### src/rtl/list_cmd_arbiter.sv
// Round-robin arbiter sharing the lists_manager command port between NREQ requesters.
// Optional TICK_GUARD_EN: blocks grants at and right after an RTOS tick edge.
module list_cmd_arbiter #(
    parameter int unsigned NREQ        = 3,
    parameter int unsigned BUSY_CYCLES = 4
) (
    input  logic                 aclk,
    input  logic                 areset,
    input  logic [NREQ-1:0]      req_valid,
    input  logic [3*NREQ-1:0]    req_op,
    input  logic [8*NREQ-1:0]    req_id,
    input  logic [32*NREQ-1:0]   req_tcb,
    input  logic [6*NREQ-1:0]    req_pri,
    input  logic [32*NREQ-1:0]   req_delay,
    input  logic                 tick_in,
    output logic [NREQ-1:0]      req_ready,
    output logic                 insertnew_cmd,
    output logic                 insert_cmd,
    output logic                 suspend_cmd,
    output logic                 delete_cmd,
    output logic                 ins_dlylist_out,
    output logic [7:0]           id_task_out,
    output logic [31:0]          tcb_task_out,
    output logic [5:0]           pri_task_out,
    output logic [31:0]          valuedelay_out,
    output logic                 busy_out,
    output logic [2:0]           grant_idx_out,
    output logic                 err_out
);

    localparam int unsigned OPW  = 3;
    localparam int unsigned IDW  = 8;
    localparam int unsigned TCBW = 32;
    localparam int unsigned PRIW = 6;
    localparam int unsigned DLYW = 32;
    localparam int unsigned GW   = 3;
    localparam int unsigned CMDW = 5;
    localparam int unsigned IW   = $clog2(NREQ);
    localparam int unsigned CW   = $clog2(BUSY_CYCLES + 1);

    localparam logic [OPW-1:0] OP_INSERTNEW = 3'd1;
    localparam logic [OPW-1:0] OP_INSERT    = 3'd2;
    localparam logic [OPW-1:0] OP_SUSPEND   = 3'd3;
    localparam logic [OPW-1:0] OP_DELETE    = 3'd4;
    localparam logic [OPW-1:0] OP_INS_DLY   = 3'd5;

    typedef enum logic [1:0] {
        S_IDLE  = 2'd0,
        S_ISSUE = 2'd1,
        S_WAIT  = 2'd2
    } state_t;

    state_t              state_q, state_d;
    logic [GW-1:0]       ptr_q, ptr_d;
    logic [CW-1:0]       cnt_q, cnt_d;
    logic [NREQ-1:0]     ready_q, ready_d;
    logic [CMDW-1:0]     cmd_q, cmd_d;
    logic                err_q, err_d;
    logic                busy_q, busy_d;
    logic [GW-1:0]       gidx_q, gidx_d;
    logic [IDW-1:0]      id_q, id_d;
    logic [TCBW-1:0]     tcb_q, tcb_d;
    logic [PRIW-1:0]     pri_q, pri_d;
    logic [DLYW-1:0]     dly_q, dly_d;

    logic [OPW-1:0]      op_arr  [NREQ];
    logic [IDW-1:0]      id_arr  [NREQ];
    logic [TCBW-1:0]     tcb_arr [NREQ];
    logic [PRIW-1:0]     pri_arr [NREQ];
    logic [DLYW-1:0]     dly_arr [NREQ];

    logic                pick_found;
    logic [IW-1:0]       pick_idx;
    logic [IW-1:0]       cand;
    logic                guard_c;

    // Unpack the flat requester buses into per-requester views.
    for (genvar g = 0; g < NREQ; g++) begin : g_unpack
        assign op_arr[g]  = req_op[OPW*g +: OPW];
        assign id_arr[g]  = req_id[IDW*g +: IDW];
        assign tcb_arr[g] = req_tcb[TCBW*g +: TCBW];
        assign pri_arr[g] = req_pri[PRIW*g +: PRIW];
        assign dly_arr[g] = req_delay[DLYW*g +: DLYW];
    end

    // One-hot command vector: {insertnew, insert, suspend, delete, ins_dly}; zero for invalid opcodes.
    function automatic logic [CMDW-1:0] op_decode(input logic [OPW-1:0] op);
        logic [CMDW-1:0] cmd;
        cmd = '0;
        case (op)
            OP_INSERTNEW: cmd = 5'b10000;
            OP_INSERT:    cmd = 5'b01000;
            OP_SUSPEND:   cmd = 5'b00100;
            OP_DELETE:    cmd = 5'b00010;
            OP_INS_DLY:   cmd = 5'b00001;
            default:      cmd = '0;
        endcase
        return cmd;
    endfunction

`ifdef TICK_GUARD_EN
    logic tick_q;

    // Remember the previous tick so the edge after a tick is also blocked.
    always_ff @(posedge aclk) begin
        if (areset) begin
            tick_q <= 1'b0;
        end else begin
            tick_q <= tick_in;
        end
    end

    assign guard_c = tick_in | tick_q;
`else
    logic unused_tick;
    assign unused_tick = tick_in;
    assign guard_c     = 1'b0;
`endif

    // First valid requester at or after the pointer, wrapping modulo NREQ.
    always_comb begin
        pick_found = 1'b0;
        pick_idx   = '0;
        cand       = '0;
        for (int unsigned i = 0; i < NREQ; i++) begin
            cand = IW'((32'(ptr_q) + i) % NREQ);
            if (!pick_found && req_valid[cand]) begin
                pick_found = 1'b1;
                pick_idx   = cand;
            end
        end
    end

    always_ff @(posedge aclk) begin
        if (areset) begin
            state_q <= S_IDLE;
            ptr_q   <= '0;
            cnt_q   <= '0;
            ready_q <= '0;
            cmd_q   <= '0;
            err_q   <= 1'b0;
            busy_q  <= 1'b0;
            gidx_q  <= '0;
            id_q    <= '0;
            tcb_q   <= '0;
            pri_q   <= '0;
            dly_q   <= '0;
        end else begin
            state_q <= state_d;
            ptr_q   <= ptr_d;
            cnt_q   <= cnt_d;
            ready_q <= ready_d;
            cmd_q   <= cmd_d;
            err_q   <= err_d;
            busy_q  <= busy_d;
            gidx_q  <= gidx_d;
            id_q    <= id_d;
            tcb_q   <= tcb_d;
            pri_q   <= pri_d;
            dly_q   <= dly_d;
        end
    end

    // Next state; pulse outputs are computed one edge ahead so they land in ISSUE.
    always_comb begin
        state_d = state_q;
        ptr_d   = ptr_q;
        cnt_d   = cnt_q;
        ready_d = '0;
        cmd_d   = '0;
        err_d   = 1'b0;
        busy_d  = busy_q;
        gidx_d  = gidx_q;
        id_d    = id_q;
        tcb_d   = tcb_q;
        pri_d   = pri_q;
        dly_d   = dly_q;

        unique case (state_q)
            S_IDLE: begin
                busy_d = 1'b0;
                if (pick_found && !guard_c) begin
                    state_d           = S_ISSUE;
                    ptr_d             = GW'((32'(pick_idx) + 1) % NREQ);
                    gidx_d            = GW'(pick_idx);
                    id_d              = id_arr[pick_idx];
                    tcb_d             = tcb_arr[pick_idx];
                    pri_d             = pri_arr[pick_idx];
                    dly_d             = dly_arr[pick_idx];
                    ready_d[pick_idx] = 1'b1;
                    cmd_d             = op_decode(op_arr[pick_idx]);
                    err_d             = (op_decode(op_arr[pick_idx]) == '0);
                    busy_d            = 1'b1;
                end
            end
            S_ISSUE: begin
                if (cmd_q != '0) begin
                    state_d = S_WAIT;
                    cnt_d   = CW'(BUSY_CYCLES);
                    busy_d  = 1'b1;
                end else begin
                    state_d = S_IDLE;
                    busy_d  = 1'b0;
                end
            end
            S_WAIT: begin
                cnt_d = cnt_q - CW'(1);
                if (cnt_q == CW'(1)) begin
                    state_d = S_IDLE;
                    busy_d  = 1'b0;
                end
            end
            default: begin
                state_d = S_IDLE;
                busy_d  = 1'b0;
            end
        endcase
    end

    assign req_ready       = ready_q;
    assign insertnew_cmd   = cmd_q[4];
    assign insert_cmd      = cmd_q[3];
    assign suspend_cmd     = cmd_q[2];
    assign delete_cmd      = cmd_q[1];
    assign ins_dlylist_out = cmd_q[0];
    assign err_out         = err_q;
    assign busy_out        = busy_q;
    assign grant_idx_out   = gidx_q;
    assign id_task_out     = id_q;
    assign tcb_task_out    = tcb_q;
    assign pri_task_out    = pri_q;
    assign valuedelay_out  = dly_q;

endmodule

### config.mk
export PLATFORM = sky130hd
export DESIGN_NAME = list_cmd_arbiter
export DESIGN_NICKNAME = d
export VERILOG_FILES = /design/src/rtl/list_cmd_arbiter.sv
export SDC_FILE = /design/constraint.sdc
export NUM_CORES = 1
export LEC_CHECK = 0
export BUFFER_PORTS_ARGS = -buffer_cell sky130_fd_sc_hd__buf_2
export CAP_MARGIN = 20
export CORE_MARGIN = 10
export CORE_UTILIZATION = 44
export DETAILED_ROUTE_END_ITERATION = 8
export PLACE_DENSITY = 0.87
export REMOVE_ABC_BUFFERS = 1
export SYNTH_ARGS = -nofsm -noshare
export SYNTH_HDL_FRONTEND = slang
export SYNTH_SLANG_ARGS = --single-unit
export TNS_END_PERCENT = 20
### constraint.sdc
create_clock -name aclk -period 5.65 [get_ports aclk]
set_clock_uncertainty 0.1 [all_clocks]
set_input_delay 0 -clock aclk [delete_from_list [all_inputs] [get_ports aclk]]
set_output_delay 0 -clock aclk [all_outputs]
set_load 0.005 [all_outputs]
## After elaboration in Yosys (flattened, before gate mapping)

Index checks and enable logic that the tools add are counted.

| word-level totals | value |
|---|---|
| register bits | 98 |
| bits of input ports | 249 |
| output and inout bits | 91 |
| logic and storage cells | 95 |

| operators by class | value |
|---|---|
| add/sub/neg operators | 4 |
| divide/modulo/power cells | 4 |
| order comparisons | 6 |
| equal/unequal tests | 11 |
| multiplexer cells | 42 |
| bitwise operators | 3 |
| reductions and logical operators | 13 |

Operator list:

| operator | count |
|---|---|
| $bmux W32 S2 | 2 |
| $mux W32 | 4 |
| $mod A32 B2 Y32 const B | 3 |
| $mod A3 B2 Y32 const B | 1 |
| $pmux W5 S5 | 1 |
| $bmux W8 S2 | 1 |
| $mux W8 | 2 |
| $bmux W6 S2 | 1 |
| $lt A2 B3 Y1 const B | 4 |
| $mux W2 | 6 |
| $mux W6 | 2 |
| $mux W1 | 10 |
| $mux W5 | 2 |
| $mux W3 | 3 |
| $bmux W1 S2 | 3 |
| $bmux W3 S2 | 1 |
| $eq A3 B1 Y1 const B | 2 |
| $eq A3 B2 Y1 const B | 2 |
| $eq A3 B3 Y1 const B | 2 |
| $ne A2 B2 Y1 const B | 3 |
| $pmux W2 S3 | 1 |
| $pmux W3 S2 | 1 |
| $reduce_and A2 Y1 | 3 |
| $logic_not A5 Y1 | 1 |
| 18 further kinds | 22 |

## Depth between registers and ports, before layout

Gate-level depths: netlist of run 1.

| depth | value |
|---|---|
| depth in word-level cells | 19 |
| mapped depth | 24 |
| mapped depth without buffers | 20 |

## Worst setup path after synthesis of run 1

Ideal clock, no wire load.

| timing | value |
|---|---|
| path type | reg2reg |
| from | register ptr_q[0] |
| to | register ptr_q[0] |
| setup time | 0.070 ns |
| arrival time | 4.616 ns |
| data required time | 5.480 ns |
| slack | 0.864 ns |
| cell stages (with the launch flop) | 20 |
| path buffers | 3 |
| clock period less this slack | 4.786 ns |
| cells stage by stage | dfxtp_1 buf_2 inv_1 ha_1 ha_1 inv_1 o211a_1 a32o_1 or2_1 ha_1 a211o_1 a2111oi_1 nor2b_1 a311oi_2 buf_4 buf_2 inv_1 ha_1 or2_2 a21oi_1 |

| between the ends | value |
|---|---|
| longest elaborated chain between the ends | 12 |
| elaborated cells on any way between the ends | 24 |

RTL lines:

| what | line | RTL |
|---|---|---|
| start: declaration | 54 | `logic [GW-1:0] ptr_q, ptr_d;` |
| start signal: assignment | 150 | `ptr_q <= ptr_d;` |
| parallel branches: the longest is 12 deep, another holds $mod A32 B2 Y32 | -- |  |

Several ways; the timed one is not identified. The select of a mux whose other input is x is not followed.
A chain may end at the register's enable or synchronous reset.

## Worst setup path after layout of run 1

| timing | value |
|---|---|
| from | register ptr_q[2] |
| to | register pri_q[5], in the netlist pri_task_out[5] |

| between the ends | value |
|---|---|
| longest elaborated chain between the ends | 14 |
| elaborated cells on any way between the ends | 26 |

RTL lines:

| what | line | RTL |
|---|---|---|
| parallel branches: the longest is 14 deep, another holds $mod A32 B2 Y32 | -- |  |
| end signal: assignment | 159 | `pri_q <= pri_d;` |
| end: declaration | 63 | `logic [PRIW-1:0] pri_q, pri_d;` |

Several ways; the timed one is not identified. The select of a mux whose other input is x is not followed.

==> results of run 1 <==
[power by group through the flow]
| stage | logic [mW] | clock network (mW) | registers (mW) |
|---|---|---|---|
| 3_3_place_gp | 3.62 | 0 | 1.06 |
| 3_5_place_dp | 3.75 | 0 | 1.07 |
| 5_1_grt | 5.56 | 0.588 | 1.10 |
| 2_1_floorplan | 2.81 | 0 | 1.08 |
| 6_report | 5.26 | 0.563 | 1.08 |
| 4_1_cts | 4.60 | 0.561 | 1.06 |
[state kept, by name (all words and copies together), names as in the netlist]
signal	cells
cnt_q	3
req_ready	3
ptr_q	3
state_q	2
valuedelay_out	32
cmd_q	5
tcb_task_out	32
busy_out	1
err_out	1
pri_task_out	6
id_task_out	8
grant_idx_out	2
[synthesized netlist by cell type (3+ instances only)]
library cell	n	area, um^2
dfxtp_1	98	1962
nand2_1	91	341.6
mux2i_1	83	830.8
a22o_1	79	691.9
o21ai_1	68	340.3
nor2_1	28	105.1
buf_2	22	110.1
ha_1	22	275.3
clkbuf_1	21	78.83
o21ai_0	18	90.09
inv_1	14	52.55
a21oi_1	9	45.04
nor2b_1	8	50.05
buf_4	7	52.55
a211oi_1	6	45.04
nor3_1	6	30.03
and2_1	4	25.02
xnor2_1	4	35.03
inv_2	3	11.26
mux2_2	3	33.78
nand2b_1	3	18.77
o31ai_1	3	22.52
or2_1	3	18.77
or3_1	3	18.77
[stage by stage]
step,setup WS (ns),TNS [ns],utilization,hold slack (ns)
floorplan,-4.124,-335.71,-,-0.03093
global placement,0.6056,0,0.5895,0.2106
detailed placement,0.5060,0,0.5895,0.2231
CTS,0.1567,0,0.7212,0.00002318
global route,-0.1232,-0.2125,0.7355,0.01760
finish,0.1687,0,0.7355,0.01149
[metal layers]
layer | vias to the layer above | routed length [um]
met5 | - | 25
met1 | 3514 | 9760
met4 | 4 | 2996
met3 | 222 | 3200
met2 | 715 | 15220
li1 | 3278 | -
[kinds of logic (layout without fill, tap and decap cells)]
kind of cell | Yosys count | in the layout
xor gates and xnor gates | 5 | 5
and+or+nand+nor | 160 | 160
muxes | 86 | 86
DFF | 98 | 98
AOI/OAI and AO/OA | 208 | 208
other | 1 | 11
buffers and inverters | 70 | 525
adders and majority gates | 22 | 22
[repair_timing]
item	CTS	global route
setup endpoints to repair	0	62
setup buffers	0	4
hold buffers	141	0
hold endpoints to repair	89	0
resized for setup	0	12
[worst max-delay path, delay by kind of cell, from the launching register on]
family / cells / cell delay (ns)
AOI/OAI and AO/OA: 7 / 1.82
adders and majority gates: 3 / 0.69
buffers and inverters: 6 / 1.32
DFF: 1 / 0.42
muxes: 1 / 0.33
and+or+nand+nor: 4 / 0.67
[worst max-delay path by stage]
| stage | start | to | slack (ns) |
|---|---|---|---|
| after detailed placement | ptr_q[1]$_SDFFE_PP0P_ | ptr_q[0]$_SDFFE_PP0P_ | 0.51 |
| after global routing | ptr_q[2]$_SDFFE_PP0P_ | pri_task_out[5]$_SDFFE_PP0P_ | -0.12 |
| final | ptr_q[2]$_SDFFE_PP0P_ | pri_task_out[5]$_SDFFE_PP0P_ | 0.17 |
| after CTS | ptr_q[1]$_SDFFE_PP0P_ | tcb_task_out[15]$_SDFFE_PP0P_ | 0.16 |
| after floorplan | ptr_q[0]$_SDFFE_PP0P_ | cmd_q[1]$_SDFF_PP0_ | -4.12 |
| after global placement | ptr_q[1]$_SDFFE_PP0P_ | ptr_q[0]$_SDFFE_PP0P_ | 0.61 |
[final cells by class]
type                       instances  area share
clock buffer                      10     0.02457
antenna                           10    0.002685
clock inverter                     4    0.003088
multi-input combinational        482      0.3694
timing repair buffer             494      0.3592
sequential                        98      0.2107
tap                              172     0.02309
inverter                          17    0.007385
==> impl_metrics.yaml, run 1 <==
die:
  dieWidth_um: 133.7
  core-area_mm2: 0.01267
  start_util: 0.4493
  die_y_um: 133.7
  die_area_mm2: 0.01789
  ios: 340
  num_rows: 41
global_routing:
  grt_max_degree: 72
  gr-usage-all-layers: 0.3076
  grt.met3_usage: 0.09511
  grt_use_met2: 0.5350
  grt_pass1_vias: 7840
  antenna_found_initial: 12
  grt_overflow: 0
  grt_pass1_wl_mm: 43.49
  use_met1: 0.2989
  top_usage_layer: "met2"
synthesis:
  muxShareOfSynthArea: 0.1519
  synth_top_family_by_area: "compound AO/OA/AOI/OAI gates"
  synth_cell_types: 57
  synthXorXnorAreaFrac: 0.009011
  syn_avg_cell_area_um2: 8.758
  synth-main-ff-cell: "dfxtp_1"
  ys_seq_area_frac: 0.3446
  synth_compound_area_frac: 0.2607
  netlist_area_mm2: 0.005693
  synth_cells: 650
  yosys_register_bits: 98
  synth_edf_count: 0
  synth_warnings: 0
  synthArstFlopShare: 0
  synthAdderAreaFrac: 0.04835
  synth-simple-area-share: 0.1259
final_layout:
  stdcell_area_mm2: 0.009319
  final_layout_size_suffix_gt1_frac: 0.3520
  mostFrequentLayoutCells: "337 x buf_2, 141 x dlygate4sd3_1, 97 x dfxtp_1"
  finalNonFillerCells: 1287
  regArea_mm2: 0.001963
  num-fill-cells: 823
  multiInputGateArea_mm2: 0.003442
  final_common_cell: "buf_2"
  area_growth_pct: 63.69
  final_nets: 1373
power:
  peakVddDrop_v: 0.0004287
  pwr-share-seq: 0.157
  combPwrFrac: 0.762
  p_total_mw: 6.910
  switching_share: 0.4553
  power_leakage_nw: 4.843
  power.switching_mw: 3.146
  p_per_area_mw_per_mm2: 741.5
  clockPowerShare: 0.081
  p_int_mw: 3.764
drt:
  first_iter_violations: 874
  viasPerCell: 6.009
  ant_nets: 0
  wl_per_cell_um: 24.25
  drtPass1Iterations: 6
  via_count: 7733
  drc: 0
  totalWireLength_mm: 31.20
clock_tree:
  numCtsBuffers: 9
  tritoncts: "done"
  htree_levels: 3
  cts_sinks: 98
  clk_latency_ns: 0.34
  cts.path.max_buffers: 2
  cts_root_buf: "clkbuf_16"
  cts.clk_slew.worst_paths_ns: 0.07
critical_path:
  critPathLaunchType: "flip-flop"
  worstReg2RegEnd: "pri_task_out[5]$_SDFFE_PP0P_"
  endpoint_kind: "flip-flop"
  crit_path_max_fanout: 22
  critPathMaxStageDelay_ns: 0.56
  critPathArrivalTime_ns: 5.62
  r2r_cells: 21
  r2r_slack_ns: 0.17
  critical-path-slowest-cell: "dlygate4sd3_1"
  required_ns: 5.79
  cp_cell_sequence: "ha_1, nand2_1, inv_1, nor2_1, ha_2, inv_1, o211a_1, a32o_1, or2_1, ha_1, a211o_1, a2111oi_2, nor2b_2, a311oi_4, buf_6, buf_12, clkbuf_16, mux2i_1, o21ai_1, dlygate4sd3_1, a22o_1"
  rr_startpoint: "ptr_q[2]$_SDFFE_PP0P_"
  path_class: "flip-flop to flip-flop"
sta:
  min_period_ns: 5.481
  finalCritPeriodShare: 0.9701
  setup_viol: 0
  worstMarginPinSlew_ns: 0.7769
  max_freq_mhz: 182.4
  final_hold_viol_count: 0
  relSlewSlack: 0.4777
  slew_viol_final: 0
placement:
  dp_cells: 1116
  placed_area_mm2: 0.007470
  dp_hpwl_mm: 17.95
  place_congestion: 0.9216
  portBuffers: 337
run:
  cap_violations: 0
run_status:
  status: "complete, no violations"
min_path:
  hold_depth: 4
  min-delay-start: "req_delay[37]"
  hp-class: "input pin to flip-flop"
  holdPathEnd: "valuedelay_out[5]$_SDFFE_PP0P_"
Note: power is estimated with default switching activity, not from simulation.
==> run 2: changes to the inputs <==
--- a/config.mk
+++ b/config.mk
@@ -7,6 +7,7 @@
 export LEC_CHECK = 0
 export BUFFER_PORTS_ARGS = -buffer_cell sky130_fd_sc_hd__buf_2
 export CAP_MARGIN = 20
+export CORE_ASPECT_RATIO = 1.1
 export CORE_MARGIN = 10
 export CORE_UTILIZATION = 44
 export DETAILED_ROUTE_END_ITERATION = 8
==> run 2 against run 1 <==
  * Cell count rose by 1.9%
  * Maximum frequency decreased by 0.53%
  * Die area is essentially flat
  * Via count increased by 1.2%
  * Power fell by 2.1%
  * First-iteration DRC count shrank 1.1%
  * Critical endpoint is now tcb_task_out[11]$_SDFFE_PP0P_
  * Core utilization is 2.3 points higher
==> impl_metrics.yaml, run 2 (synthesis results as in run 1) <==
power:
  peakVddDrop_v: 0.0006947
  p_per_area_mw_per_mm2: 705.0
  p_total_mw: 6.763
  power_leakage_nw: 4.956
placement:
  pre_cts_ws_ns: 0.4865
  place_congestion: 0.8945
  dp_hpwl_mm: 17.52
  portBuffers: 337
  dp_cells: 1110
  placed_area_mm2: 0.007543
final_layout:
  final_common_cell: "buf_2"
  final_layout_size_suffix_gt1_frac: 0.3436
  finalNonFillerCells: 1311
  area_growth_pct: 68.51
  final_nets: 1407
  stdcell_area_mm2: 0.009593
  mostFrequentLayoutCells: "337 x buf_2, 170 x dlygate4sd3_1, 96 x dfxtp_1"
min_path:
  hp-class: "input pin to flip-flop"
  min-delay-start: "req_delay[47]"
  holdPathEnd: "valuedelay_out[15]$_SDFFE_PP0P_"
  hold_depth: 4
sta:
  slew_viol_final: 0
  final_hold_viol_count: 0
  setup_viol: 0
  finalCritPeriodShare: 0.9753
  max_freq_mhz: 181.5
  rsz0062_at_grt: "false"
  min_period_ns: 5.510
  holdWs_ns: 0.007448
  worstMarginPinSlew_ns: 0.8361
  setup_slack_ns: 0.1395
  relSlewSlack: 0.4414
critical_path:
  r2r_slack_ns: 0.14
  critPathLaunchType: "flip-flop"
  rr_startpoint: "ptr_q[1]$_SDFFE_PP0P_"
  worstReg2RegEnd: "tcb_task_out[11]$_SDFFE_PP0P_"
  r2r_cells: 20
  crit_path_max_fanout: 30
  endpoint_kind: "flip-flop"
  path_class: "flip-flop to flip-flop"
  required_ns: 5.77
  critPathArrivalTime_ns: 5.64
drt:
  ant_nets: 0
  totalWireLength_mm: 31.90
  viasPerCell: 5.970
  via_count: 7827
  wl_per_cell_um: 24.33
  drtPass1Iterations: 7
  drc: 0
  first_iter_violations: 864
clock_tree:
  cts_sinks: 98
  cts.path.max_buffers: 2
  clk_latency_ns: 0.33
  cts.clk_slew.worst_paths_ns: 0.08
  htree_levels: 3
  tritoncts: "done"
  cts_root_buf: "clkbuf_16"
  numCtsBuffers: 9
global_routing:
  grt_max_degree: 68
  grt_pass1_vias: 8148
  antenna_found_initial: 12
  gr-usage-all-layers: 0.3260
  grt_pass1_wl_mm: 46.30
  grt_overflow: 0
die:
  start_util: 0.4503
  core-area_mm2: 0.01264
  dieWidth_um: 128.5
  die_area_mm2: 0.01789
  num_rows: 43
  ios: 340
  die_y_um: 139.3
run:
  cap_violations: 0
run_status:
  status: "complete, no violations"
run 2: changes by cell type in the layout (fill, tap and decap cells not counted), sizes merged:
| cell | before | now |
|---|---|---|
| diode | 10 | 13 |
| inv | 18 | 19 |
| buf | 351 | 358 |
| clkinvlp | 2 | 4 |
| clkbuf | 12 | 10 |
| clkinv | 1 | 0 |
| dlygate4sd3 | 141 | 170 |
run 2: layer usage:
| metal | track usage | wire (um) |
|---|---|---|
| met4 | 0.2361 | 2868 |
| met1 | 0.3258 | 10330 |
| met3 | 0.09726 | 3395 |
| met2 | 0.5580 | 15300 |
| met5 | 0 | 0 |
run 2: worst max-delay path by stage:
stage	slack, ns	cells past startpoint	start	end
floorplan	-4.12	16	ptr_q[0]$_SDFFE_PP0P_	cmd_q[1]$_SDFF_PP0_
global placement	0.63	17	ptr_q[1]$_SDFFE_PP0P_	valuedelay_out[4]$_SDFFE_PP0P_
detailed placement	0.49	17	ptr_q[1]$_SDFFE_PP0P_	tcb_task_out[18]$_SDFFE_PP0P_
CTS	0.03	17	ptr_q[1]$_SDFFE_PP0P_	tcb_task_out[28]$_SDFFE_PP0P_
global route	0.01	20	ptr_q[1]$_SDFFE_PP0P_	tcb_task_out[19]$_SDFFE_PP0P_
finish	0.14	20	ptr_q[1]$_SDFFE_PP0P_	tcb_task_out[11]$_SDFFE_PP0P_
run 2: repair_timing:
item                                    in CTS  in global routing
gates resized for setup                      0                  4
endpoints found under the setup margin       0                 51
endpoints found under the hold margin       91                  0
hold buffers                               170                  0
setup buffers                                0                  2
run 2: layout make-up:
class	count	area (um^2)
Timing Repair Buffer	528	3633
Multi-Input combinational cell	482	3421
Fill cell	757	3050
Sequential cell	98	1964
Clock buffer	10	229.0
Tap cell	157	196.4
Inverter	17	66.31
Clock inverter	6	50.05
Antenna cell	13	32.53
run 2: worst max-delay path, cell delays in order (launching register included):
cell and delay (ns):
dfxtp_2 0.38, ha_1 0.22, nand2_1 0.14, inv_1 0.14, nor2_1 0.12, ha_2 0.22, inv_1 0.09, o211a_1 0.26
a32o_1 0.29, or2_1 0.28, ha_1 0.24, a211o_1 0.30, a2111oi_1 0.43, nor2b_1 0.18, a311oi_4 0.36, buf_12 0.17
buf_12 0.23, mux2i_1 0.31, o21ai_1 0.11, dlygate4sd3_1 0.61, a22o_1 0.20
run 2: report_power, final:
group          leakage (nW)  internal [mW]  switching (mW)
clock network         0.123          0.304           0.284
registers             0.807          0.932           0.152
logic                  4.03           2.40            2.69
total                  4.96           3.63            3.13
run 2: per-stage QoR:
stage,setup TNS (ns),util
floorplan,-335.71,-
global placement,0,0.5966
detailed placement,0,0.5966
CTS,0,0.7533
global route,0,0.7581
finish,0,0.7587
